### config.mk
export PLATFORM = sky130hd
export DESIGN_NAME = sam_microsequencer
export DESIGN_NICKNAME = d
export VERILOG_FILES = /design/src/rtl/sam_ctrl_pkg.sv /design/src/rtl/sam_wait_timer.sv /design/src/rtl/sam_microsequencer.sv
export SDC_FILE = /design/constraint.sdc
export NUM_CORES = 1
export LEC_CHECK = 0
export CORE_ASPECT_RATIO = 1.4
export CORE_UTILIZATION = 40
export DETAILED_ROUTE_END_ITERATION = 10
export GPL_TIMING_DRIVEN = 0
export PLACE_DENSITY_LB_ADDON = 0.08
export SLEW_MARGIN = 20
export SYNTH_ARGS = -nofsm -noshare
export SYNTH_HDL_FRONTEND = slang
export SYNTH_HIERARCHICAL = 1
export SYNTH_SLANG_ARGS = --single-unit
### constraint.sdc
create_clock -name clk -period 3.6 [get_ports clk]
set_clock_uncertainty 0.15 [all_clocks]
set_input_delay 0.36 -clock clk [delete_from_list [all_inputs] [get_ports clk]]
set_output_delay 0.36 -clock clk [all_outputs]
set_load 0.03 [all_outputs]
### src/rtl/sam_ctrl_pkg.sv
// Shared definitions for the SAM microsequencer: state encoding, control-word
// bit positions, opcodes and the per-state control words driven onto b.
package sam_ctrl_pkg;

    typedef enum logic [4:0] {
        S_RST  = 5'd0,  S_F0 = 5'd1,  S_F1 = 5'd2,  S_FW = 5'd3,  S_F3 = 5'd4,
        S_F4   = 5'd5,  S_D0 = 5'd6,  S_M1 = 5'd7,  S_MW = 5'd8,  S_M3 = 5'd9,
        S_L4   = 5'd10, S_L5 = 5'd11, S_L6 = 5'd12, S_A4 = 5'd13, S_A5 = 5'd14,
        S_A6   = 5'd15, S_S1 = 5'd16, S_S2 = 5'd17, S_S3 = 5'd18, S_SW = 5'd19,
        S_B1   = 5'd20, S_HALT = 5'd21
    } state_e;

    localparam int B_ABUS_PC   = 21;
    localparam int B_ABUS_IR   = 20;
    localparam int B_ABUS_MBR  = 19;
    localparam int B_AC_RBUS   = 18;
    localparam int B_ALUA_AC   = 17;
    localparam int B_ALUB_MBUS = 16;
    localparam int B_ALU_ADD   = 15;
    localparam int B_ALU_PASSB = 14;
    localparam int B_ADDR_MAR  = 13;
    localparam int B_DATA_MBR  = 12;
    localparam int B_IR_ABUS   = 11;
    localparam int B_MAR_ABUS  = 10;
    localparam int B_MBR_DATA  = 9;
    localparam int B_MBR_RBUS  = 8;
    localparam int B_MBUS_MBR  = 7;
    localparam int B_PC_ZERO   = 6;
    localparam int B_PC_INC    = 5;
    localparam int B_PC_ABUS   = 4;
    localparam int B_RW        = 3;
    localparam int B_REQUEST   = 2;
    localparam int B_RBUS_AC   = 1;
    localparam int B_RBUS_ALU  = 0;

    localparam logic [1:0] OP_LOAD  = 2'b00;
    localparam logic [1:0] OP_STORE = 2'b01;
    localparam logic [1:0] OP_ADD   = 2'b10;
    localparam logic [1:0] OP_BRN   = 2'b11;

    localparam logic [21:0] ONE = 22'd1;

    localparam logic [21:0] CW_RST  = ONE << B_PC_ZERO;
    localparam logic [21:0] CW_F0   = (ONE << B_ABUS_PC) | (ONE << B_MAR_ABUS);
    localparam logic [21:0] CW_RD   = (ONE << B_ADDR_MAR) | (ONE << B_RW) | (ONE << B_REQUEST);
    localparam logic [21:0] CW_F3   = (ONE << B_MBR_DATA) | (ONE << B_RW);
    localparam logic [21:0] CW_F4   = (ONE << B_ABUS_MBR) | (ONE << B_IR_ABUS) | (ONE << B_PC_INC);
    localparam logic [21:0] CW_D0   = (ONE << B_ABUS_IR) | (ONE << B_MAR_ABUS);
    localparam logic [21:0] CW_L4   = (ONE << B_ALUB_MBUS) | (ONE << B_ALU_PASSB) | (ONE << B_MBUS_MBR);
    localparam logic [21:0] CW_L5   = (ONE << B_ALU_PASSB) | (ONE << B_RBUS_ALU);
    localparam logic [21:0] CW_AC   = ONE << B_AC_RBUS;
    localparam logic [21:0] CW_A4   = (ONE << B_ALUA_AC) | (ONE << B_ALUB_MBUS) | (ONE << B_ALU_ADD)
                                    | (ONE << B_MBUS_MBR);
    localparam logic [21:0] CW_A5   = (ONE << B_ALU_ADD) | (ONE << B_RBUS_ALU);
    localparam logic [21:0] CW_S1   = ONE << B_RBUS_AC;
    localparam logic [21:0] CW_S2   = ONE << B_MBR_RBUS;
    localparam logic [21:0] CW_WR   = (ONE << B_ADDR_MAR) | (ONE << B_DATA_MBR) | (ONE << B_REQUEST);
    localparam logic [21:0] CW_B1   = (ONE << B_ABUS_IR) | (ONE << B_PC_ABUS);
    localparam logic [21:0] CW_HALT = 22'h000000;

    function automatic logic [21:0] cw_of(input state_e s);
        case (s)
            S_RST:                   cw_of = CW_RST;
            S_F0:                    cw_of = CW_F0;
            S_F1, S_FW, S_M1, S_MW:  cw_of = CW_RD;
            S_F3, S_M3:              cw_of = CW_F3;
            S_F4:                    cw_of = CW_F4;
            S_D0:                    cw_of = CW_D0;
            S_L4:                    cw_of = CW_L4;
            S_L5:                    cw_of = CW_L5;
            S_L6, S_A6:              cw_of = CW_AC;
            S_A4:                    cw_of = CW_A4;
            S_A5:                    cw_of = CW_A5;
            S_S1:                    cw_of = CW_S1;
            S_S2:                    cw_of = CW_S2;
            S_S3, S_SW:              cw_of = CW_WR;
            S_B1:                    cw_of = CW_B1;
            S_HALT:                  cw_of = CW_HALT;
            default:                 cw_of = CW_HALT;
        endcase
    endfunction

endpackage

### src/rtl/sam_wait_timer.sv
// Counts consecutive WAIT-high cycles of one memory access and flags the cycle
// on which the configured limit is reached.
module sam_wait_timer
    import sam_ctrl_pkg::*;
#(
    parameter int WAIT_TIMEOUT = 64,
    parameter int TO_W         = 7
) (
    input  logic clk,
    input  logic rst,
    input  logic clear,
    input  logic en,
    output logic expired
);

    logic [TO_W-1:0] cnt_r;

    // Wait-cycle counter, restarted at the start of every access
    always_ff @(posedge clk) begin
        if (rst) begin
            cnt_r <= {TO_W{1'b0}};
        end else if (clear) begin
            cnt_r <= {TO_W{1'b0}};
        end else if (en) begin
            cnt_r <= cnt_r + {{(TO_W-1){1'b0}}, 1'b1};
        end else begin
            cnt_r <= cnt_r;
        end
    end

    // expired fires on the WAIT-high cycle that brings the count to the limit
    generate
        if (WAIT_TIMEOUT == 0) begin : g_no_timeout
            assign expired = 1'b0;
        end else begin : g_timeout
            assign expired = en && (cnt_r == TO_W'(WAIT_TIMEOUT - 1));
        end
    endgenerate

endmodule

### src/rtl/sam_microsequencer.sv
// SAM control unit: Moore sequencer issuing the 22-bit control word b through
// fetch, decode and execute, with a WAIT handshake on every memory access.
module sam_microsequencer
    import sam_ctrl_pkg::*;
#(
    parameter int WAIT_TIMEOUT = 64,
    parameter int TO_W         = 7
) (
    input  logic        clk,
    input  logic        rst,
    input  logic        WAIT,
    input  logic        ir15,
    input  logic        ir14,
    input  logic        ac15,
    output logic [21:0] b,
    output logic        bus_err
);

    state_e      state_r;
    state_e      next_s;
    logic [21:0] b_r;
    logic        bus_err_r;
    logic [1:0]  op_r;
    logic        in_wait_s;
    logic        clear_s;
    logic        expired_s;

    assign in_wait_s = (state_r == S_FW) || (state_r == S_MW) || (state_r == S_SW);
    assign clear_s   = (state_r == S_F1) || (state_r == S_M1) || (state_r == S_S3);

    sam_wait_timer #(
        .WAIT_TIMEOUT (WAIT_TIMEOUT),
        .TO_W         (TO_W)
    ) u_timer (
        .clk     (clk),
        .rst     (rst),
        .clear   (clear_s),
        .en      (in_wait_s && WAIT),
        .expired (expired_s)
    );

    // Next-state decode; wait states give WAIT=0 priority over a timeout
    always_comb begin
        next_s = S_RST;
        case (state_r)
            S_RST:  next_s = S_F0;
            S_F0:   next_s = S_F1;
            S_F1:   next_s = S_FW;
            S_FW:   next_s = !WAIT ? S_F3 : (expired_s ? S_HALT : S_FW);
            S_F3:   next_s = S_F4;
            S_F4:   next_s = S_D0;
            S_D0: begin
                case ({ir15, ir14})
                    OP_LOAD:  next_s = S_M1;
                    OP_ADD:   next_s = S_M1;
                    OP_STORE: next_s = S_S1;
                    OP_BRN:   next_s = ac15 ? S_B1 : S_F0;
                    default:  next_s = S_RST;
                endcase
            end
            S_M1:   next_s = S_MW;
            S_MW:   next_s = !WAIT ? S_M3 : (expired_s ? S_HALT : S_MW);
            S_M3:   next_s = (op_r == OP_ADD) ? S_A4 : S_L4;
            S_L4:   next_s = S_L5;
            S_L5:   next_s = S_L6;
            S_L6:   next_s = S_F0;
            S_A4:   next_s = S_A5;
            S_A5:   next_s = S_A6;
            S_A6:   next_s = S_F0;
            S_S1:   next_s = S_S2;
            S_S2:   next_s = S_S3;
            S_S3:   next_s = S_SW;
            S_SW:   next_s = !WAIT ? S_F0 : (expired_s ? S_HALT : S_SW);
            S_B1:   next_s = S_F0;
            S_HALT: next_s = S_HALT;
            default: next_s = S_RST;
        endcase
    end

    // State register; b is loaded with the word of the state being entered
    always_ff @(posedge clk) begin
        if (rst) begin
            state_r   <= S_RST;
            b_r       <= CW_RST;
            bus_err_r <= 1'b0;
            op_r      <= OP_LOAD;
        end else begin
            state_r   <= next_s;
            b_r       <= cw_of(next_s);
            bus_err_r <= bus_err_r | (next_s == S_HALT);
            op_r      <= (state_r == S_D0) ? {ir15, ir14} : op_r;
        end
    end

    assign b       = b_r;
    assign bus_err = bus_err_r;

endmodule

# ---- After elaboration in Yosys (flattened, before gate mapping)
# Memory sizes are Yosys's and may differ from the RTL's. A register that Yosys moved wholly into a read port is not among the register bits.
# Cells that the tools add are included.
dict set report totals {
  register_bits 15
  latchBits 0
  ramBits 0
  mem_bits_ro 704
  inputBits 6
  output_inout_bits 23
  word_cells 55
  memories 1
}
# memory words word_bits rd rd_clocked_by_memory_dff write_ports line_no
set mem_list {}
lappend mem_list {{(name not given)} 32 22 1 1 0 sam_ctrl_pkg.sv:62} ;# case (s)
dict set report classes {
  addsub 1
  mul 0
  n_div 0
  n_lt_le_gt_ge 0
  eq_ne 27
  n_shift 0
  mux 10
  n_bitwise 1
  n_reduce_logical 11
}
# op n
set op_table {}
lappend op_table {{5-bit one-hot mux with 19 select lines} 1}
lappend op_table {{5-bit by 4-bit equality test with 1-bit output, second input constant} 8}
lappend op_table {{5-bit equality test, second input constant} 7}
lappend op_table {{5-bit two-way mux} 6}
lappend op_table {{5-bit by 3-bit equality test with 1-bit output, second input constant} 4}
lappend op_table {{5-bit one-hot mux with 3 select lines} 1}
lappend op_table {{5-bit by 2-bit equality test with 1-bit output, second input constant} 2}
lappend op_table {{7-bit by 1-bit adder with 7-bit output, second input constant} 1}
lappend op_table {{7-bit by 6-bit equality test with 1-bit output, second input constant} 1}
lappend op_table {{2-bit equality test, second input constant} 3}
lappend op_table {{3-bit two-way mux} 2}
lappend op_table {{5-bit by 1-bit equality test with 1-bit output, second input constant} 1}
lappend op_table {{5-bit zero test} 1}
lappend op_table {{1-bit logical OR} 4}
lappend op_table {{2-bit OR reduction} 2}
lappend op_table {{4-bit OR reduction} 1}
lappend op_table {{2-bit by 1-bit equality test with 1-bit output, second input constant} 1}
lappend op_table {{1-bit logical AND} 2}
lappend op_table {{2-bit zero test} 1}
lappend op_table {{1-bit bitwise OR} 1}

# ---- Longest topological paths before layout
dict set report logic_depth {
  word_depth 10
  mapped_depth 15
  mapped_depth_nobuf 13
}

# ---- By module
# The synthesis kept the hierarchy.
# mod n_inst cells_each area_each_um2
set modules_own_cells {}
lappend modules_own_cells {sam_microsequencer 1 155 1358.8}
lappend modules_own_cells {sam_wait_timer 1 34 322.8}

# ---- Least setup slack after synthesis
# OpenSTA, ideal clock, no wires.
dict set report synth_timing {
  path_type {register -> register}
  startpoint {register state_r[0]}
  endpoint {register b_r[3] (netlist: b[3])}
  setup_ps 58
  t_arrival_ps 3016
  required_time_ps 3392
  slack_ps 376
  path_stages_with_launch 14
  n_path_buf 2
  period_less_slack_ps 3224
  path_cell_list {dfxtp_1 -> buf_6 -> or3b_1 -> o22a_1 -> nor3_1 -> buf_6 -> nand4_4 -> nor3_1 -> o21ai_0 -> a31oi_1 -> o21a_1 -> ha_1 -> nor4_2 -> a31o_1}
}
dict set report synth_via {
  elab_chain_len 8
  elab_cells_between_ends 34
  classes_between {eq/ne (21); mux (7); reduce/logical (6)}
}
# element line_no
set synth_lines {}
lappend synth_lines {{start: declaration} sam_microsequencer.sv:19} ;# state_e state_r;
lappend synth_lines {{start signal: assignment} sam_microsequencer.sv:88} ;# state_r <= next_s;
lappend synth_lines {{5-bit by 2-bit equality test with 1-bit output / 5-bit by 4-bit equality test with 1-bit output (equally long branches)} sam_microsequencer.sv:28} ;# assign in_wait_s = (state_r == S_FW) || (state_r == S_MW) || (state_r == S_SW);
lappend synth_lines {{1-bit logical OR} sam_microsequencer.sv:28}
lappend synth_lines {{1-bit logical OR *} sam_microsequencer.sv:28}
lappend synth_lines {{1-bit logical AND *} sam_microsequencer.sv:38} ;# .en (in_wait_s && WAIT),
lappend synth_lines {{1-bit logical AND *} sam_wait_timer.sv:36} ;# assign expired = en && (cnt_r == TO_W'(WAIT_TIMEOUT - 1));
lappend synth_lines {{via expired_s} sam_microsequencer.sv:26} ;# logic expired_s;
lappend synth_lines {{5-bit two-way mux, or another cell as far along} sam_microsequencer.sv:62} ;# S_MW: next_s = !WAIT ? S_M3 : (expired_s ? S_HALT : S_MW);
lappend synth_lines {{5-bit two-way mux (on tied branches)} {sam_microsequencer.sv:62, sam_microsequencer.sv:49, sam_microsequencer.sv:73}}
lappend synth_lines {{5-bit one-hot mux with 19 select lines *} sam_microsequencer.sv:45} ;# case (state_r)
lappend synth_lines {{end: declaration} sam_microsequencer.sv:21} ;# logic [21:0] b_r;
# The timed path passes the listed nets; every way through them passes the cells marked *.
# A chain may end at the register's enable or synchronous reset.

# ---- Worst setup path after layout
# Ends and elaborated chain as after synthesis.

==> metrics.txt <==
# TYPE chip_impl_metric gauge
chip_impl_info{name="outcome",value="finished, violations left"} 1
chip_impl_info{name="violations_in_the_final_reports",value="DRC"} 1
chip_impl_metric{name="grt_pass1_vias",unit=""} 1482
chip_impl_metric{name="dieArea",unit="sq um"} 4471
chip_impl_metric{name="final_cycle_share",unit=""} 0.9404
chip_impl_metric{name="detailedRoute.firstIterationViolations",unit=""} 58
chip_impl_info{name="mostFrequentLayoutCell",value="dfxtp_1"} 1
chip_impl_info{name="cts_root_buf",value="clkbuf_8"} 1
chip_impl_metric{name="netlist_instances",unit=""} 189
chip_impl_metric{name="worstPathMaxFanout",unit=""} 10
chip_impl_metric{name="firstDrtPassIters",unit=""} 7
chip_impl_metric{name="maxClockFrequency",unit="MHz"} 295.4
chip_impl_metric{name="seqCellArea",unit="sq um"} 661.9
chip_impl_metric{name="worstSkewPairLatency",unit="ns"} 0.28
chip_impl_metric{name="vias_per_cell",unit=""} 5.513
chip_impl_metric{name="fp.dieH",unit="um"} 78.72
chip_impl_metric{name="initial_core_util",unit=""} 0.4218
chip_impl_metric{name="syn-cell-area",unit="sq um"} 1682
chip_impl_metric{name="worst_case_setup_margin_in_the_final_layout",unit="ns"} 0.2145
chip_impl_metric{name="synth.yosys.seq_area_share",unit=""} 0.3929
chip_impl_metric{name="synthesis.area_per_instance",unit="sq um"} 8.897
chip_impl_info{name="ys_dominant_reg_cell",value="dfxtp_1"} 1
chip_impl_info{name="synthDominantAreaCellType",value="dfxtp_1"} 1
chip_impl_metric{name="register_to_register_path_setup_slack",unit="ns"} 0.21
chip_impl_metric{name="p_leak",unit="nW"} 0.8232
chip_impl_metric{name="hold_viol",unit=""} 0
chip_impl_metric{name="finalSetupTns",unit="ns"} 0
chip_impl_metric{name="ir_drop",unit="V"} 0.0002856
chip_impl_metric{name="boundaryPins",unit=""} 29
chip_impl_metric{name="synth_edf_count",unit=""} 0
chip_impl_metric{name="areaGrowthSynthToFinish",unit="%"} 26.49
chip_impl_metric{name="hold_depth",unit=""} 2
chip_impl_metric{name="grt_max_degree",unit=""} 11
chip_impl_metric{name="worst-slew-pin-transition",unit="ns"} 0.5755
chip_impl_metric{name="hpwlAfterDp",unit="um"} 3013
chip_impl_info{name="worst_hold_startpoint",value="bus_err$_SDFF_PP0_"} 1
chip_impl_metric{name="drv_cap",unit=""} 0
chip_impl_metric{name="drive_above_1_share",unit=""} 0.1283
chip_impl_metric{name="final_period_minus_worst_setup_slack",unit="ns"} 3.385
chip_impl_metric{name="slew_headroom",unit=""} 0.6146
chip_impl_metric{name="pre_cts_ws",unit="ns"} -0.2123
chip_impl_metric{name="final_weighted_congestion_of_routability_driven_global_placement",unit=""} 0.8131
chip_impl_metric{name="fraction_of_post_synthesis_cell_area_in_the_top_cell_type_by_area",unit=""} 0.3929
chip_impl_metric{name="n_antenna_cell",unit=""} 0
chip_impl_metric{name="grt_antenna_before_repair",unit=""} 0
chip_impl_info{name="crit-reg2reg-capture",value="b[3]$_SDFF_PP0_"} 1
chip_impl_metric{name="worst_r2r_path_depth",unit=""} 14
chip_impl_metric{name="ctsHtreeMaxLevel",unit=""} 2
chip_impl_metric{name="number_of_buffers_inserted_during_clock_tree_synthesis",unit=""} 5
chip_impl_metric{name="placementRows",unit=""} 27
chip_impl_metric{name="post_drt_wl_per_cell",unit="um"} 14.78
chip_impl_metric{name="critical_path_required_time",unit="ns"} 3.68
chip_impl_metric{name="fin_cells",unit=""} 269
chip_impl_info{name="setup.worst_path.start_class",value="flip-flop"} 1
chip_impl_metric{name="first_pass_grt_wire_length",unit="um"} 6865
chip_impl_metric{name="yosysUniqueCellTypes",unit=""} 48
chip_impl_metric{name="clk_sink_count",unit=""} 33
chip_impl_metric{name="setup_viol_count_final",unit=""} 0
chip_impl_metric{name="drc",unit=""} 2
chip_impl_metric{name="clkSlewWorstSetupHoldPaths",unit="ns"} 0.07
chip_impl_info{name="highest_layer",value="met4"} 1
chip_impl_info{name="synth.area.top_cells",value="dfxtp_1 39%, mux2i_1 6.0%, nor2_1 4.7%"} 1
chip_impl_metric{name="buffer_ports.inserted",unit=""} 28
chip_impl_metric{name="data_arrival_time_of_the_worst_path",unit="ns"} 3.47
chip_impl_metric{name="wl_met1",unit="um"} 1651
chip_impl_info{name="grt_setup_unrepaired",value="no"} 1
chip_impl_metric{name="post_cts_hold_buffer_count",unit=""} 0
chip_impl_metric{name="power.density_cell_area",unit="nW/um^2"} 383.1
chip_impl_metric{name="route.met2.wl",unit="um"} 2061
chip_impl_metric{name="grt_remaining_overflow",unit=""} 0
chip_impl_metric{name="mappedNetlistNets",unit=""} 200
chip_impl_metric{name="core-area",unit="sq um"} 3986
chip_impl_metric{name="placed_cells",unit=""} 260
chip_impl_info{name="hold_path_class",value="flip-flop to flip-flop"} 1
chip_impl_metric{name="synth.ff_latch_count",unit=""} 33
chip_impl_metric{name="vias",unit=""} 1483
chip_impl_info{name="r2r_start",value="state_r[0]$_SDFF_PP0_"} 1
chip_impl_info{name="setup.worst_path.end_class",value="flip-flop"} 1
chip_impl_metric{name="drt.antenna.violating_nets",unit=""} 0
chip_impl_metric{name="cts_max_path_buffers",unit=""} 2
chip_impl_metric{name="grt.total_usage",unit=""} 0.1980
chip_impl_metric{name="dr_wl_met3",unit="um"} 167
chip_impl_metric{name="fp.dieW",unit="um"} 56.80
chip_impl_info{name="setup.worst_path.class",value="flip-flop to flip-flop"} 1
chip_impl_info{name="tritoncts_clock_tree",value="built"} 1
chip_impl_metric{name="num-nets-final",unit=""} 236
chip_impl_info{name="mostFrequentLayoutCells",value="32 x dfxtp_1, 28 x clkdlybuf4s50_1, 21 x nor2_1"} 1
chip_impl_metric{name="report.power.total",unit="mW"} 0.8149
chip_impl_metric{name="synth_async_sr_flop_share",unit=""} 0
chip_impl_metric{name="final.fill_count",unit=""} 400
chip_impl_metric{name="multi_input_area",unit="sq um"} 909.6
chip_impl_metric{name="ys_warn_count",unit=""} 6
chip_impl_metric{name="report.final.slew_viol_count",unit=""} 0
chip_impl_info{name="whs_endpoint",value="bus_err$_SDFF_PP0_"} 1
chip_impl_metric{name="drt-total-wl",unit="um"} 3976
per-layer routing:
| layer | track usage | vias up |
|---|---|---|
| met3 | 0.03746 | 10 |
| met4 | 0.09756 | 0 |
| met5 | 0 | - |
| met2 | 0.3488 | 44 |
| li1 | - | 725 |
| met1 | 0.2270 | 704 |
where the power goes:
part / internal (mW) / total, mW / switching, mW
registers: 0.377 / 0.382 / 0.00525
logic: 0.0693 / 0.168 / 0.0990
clock network: 0.134 / 0.264 / 0.130
cells by family (layout without fill, tap and decap cells):
kind of cell | count (synthesis) | count (layout) | synth area share
fa+ha+maj | 6 | 6 | 0.04315
simple gates | 77 | 77 | 0.2552
mux | 10 | 10 | 0.05953
flops | 33 | 33 | 0.3929
buf+inv | 24 | 61 | 0.07812
xor+xnor | 5 | 5 | 0.02605
compound gates | 34 | 34 | 0.1451
synth_stat cells, types with 3 or more instances:
cell type  instances
xor2_1             3
nand2b_1           7
inv_1             10
o21a_1             4
nand2_1            9
a21oi_1            4
mux2i_1           10
nor2b_1            4
and3_1             3
dfxtp_1           33
ha_1               5
o21ai_0            5
nor2_1            21
buf_2              3
clkbuf_1           4
a31oi_1            3
buf_6              3
buf_4              4
nor3_1            12
worst max path at each step:
stage,from,endpoint,slack [ns]
after detailed placement,state_r[3]$_SDFF_PP0_,b[10]$_SDFF_PP0_,-0.21
after global placement,state_r[3]$_SDFF_PP0_,b[3]$_SDFF_PP0_,-0.21
after global routing,state_r[0]$_SDFF_PP0_,b[3]$_SDFF_PP0_,0.02
final,state_r[0]$_SDFF_PP0_,b[3]$_SDFF_PP0_,0.21
after floorplan,state_r[0]$_SDFF_PP0_,b[3]$_SDFF_PP0_,0.38
after CTS,state_r[3]$_SDFF_PP0_,b[10]$_SDFF_PP0_,0.02
flip-flops by register name (all words and copies together), names as in the netlist:
register / flops
b: 18
u_timer/cnt_r: 7
state_r: 5
op_r: 2
bus_err: 1
final cells by class:
type,count,area share
Multi-Input combinational cell,132,0.4276
Clock inverter,2,0.004706
Buffer,14,0.04412
Timing Repair Buffer,29,0.1353
Inverter,10,0.01765
Clock buffer,6,0.03412
Tap cell,43,0.02529
Sequential cell,33,0.3112
timing repair:
action                                  CTS  global route
endpoints found under the setup margin   17            16
pin swaps                                 0             1
buffers inserted                          0             1
resized for setup                         2             4
stage by stage:
stage / hold slack [ns] / area (sq um) / utilization
finish: 0.3027 / 2127 / 0.5336
global route: 0.3330 / 2127 / 0.5336
CTS: 0.3062 / 2110 / 0.5292
detailed placement: 0.2882 / 2016 / 0.5057
global placement: 0.2918 / 2016 / 0.5057
floorplan: 0.3020 / 1682 / -
worst max-delay path, stage by stage, from the launching register on:
cell and delay [ns]:
dfxtp_1 0.32, buf_6 0.14, or3b_1 0.43, o22a_1 0.26
nor3_2 0.14, buf_6 0.15, nand4_4 0.12, nor3_4 0.23
nor2b_1 0.08, o21a_1 0.19, o2bb2ai_1 0.16, a31oi_1 0.15
ha_1 0.41, nor4_2 0.28, a31o_1 0.13
Power figures use the tool's default switching activity.
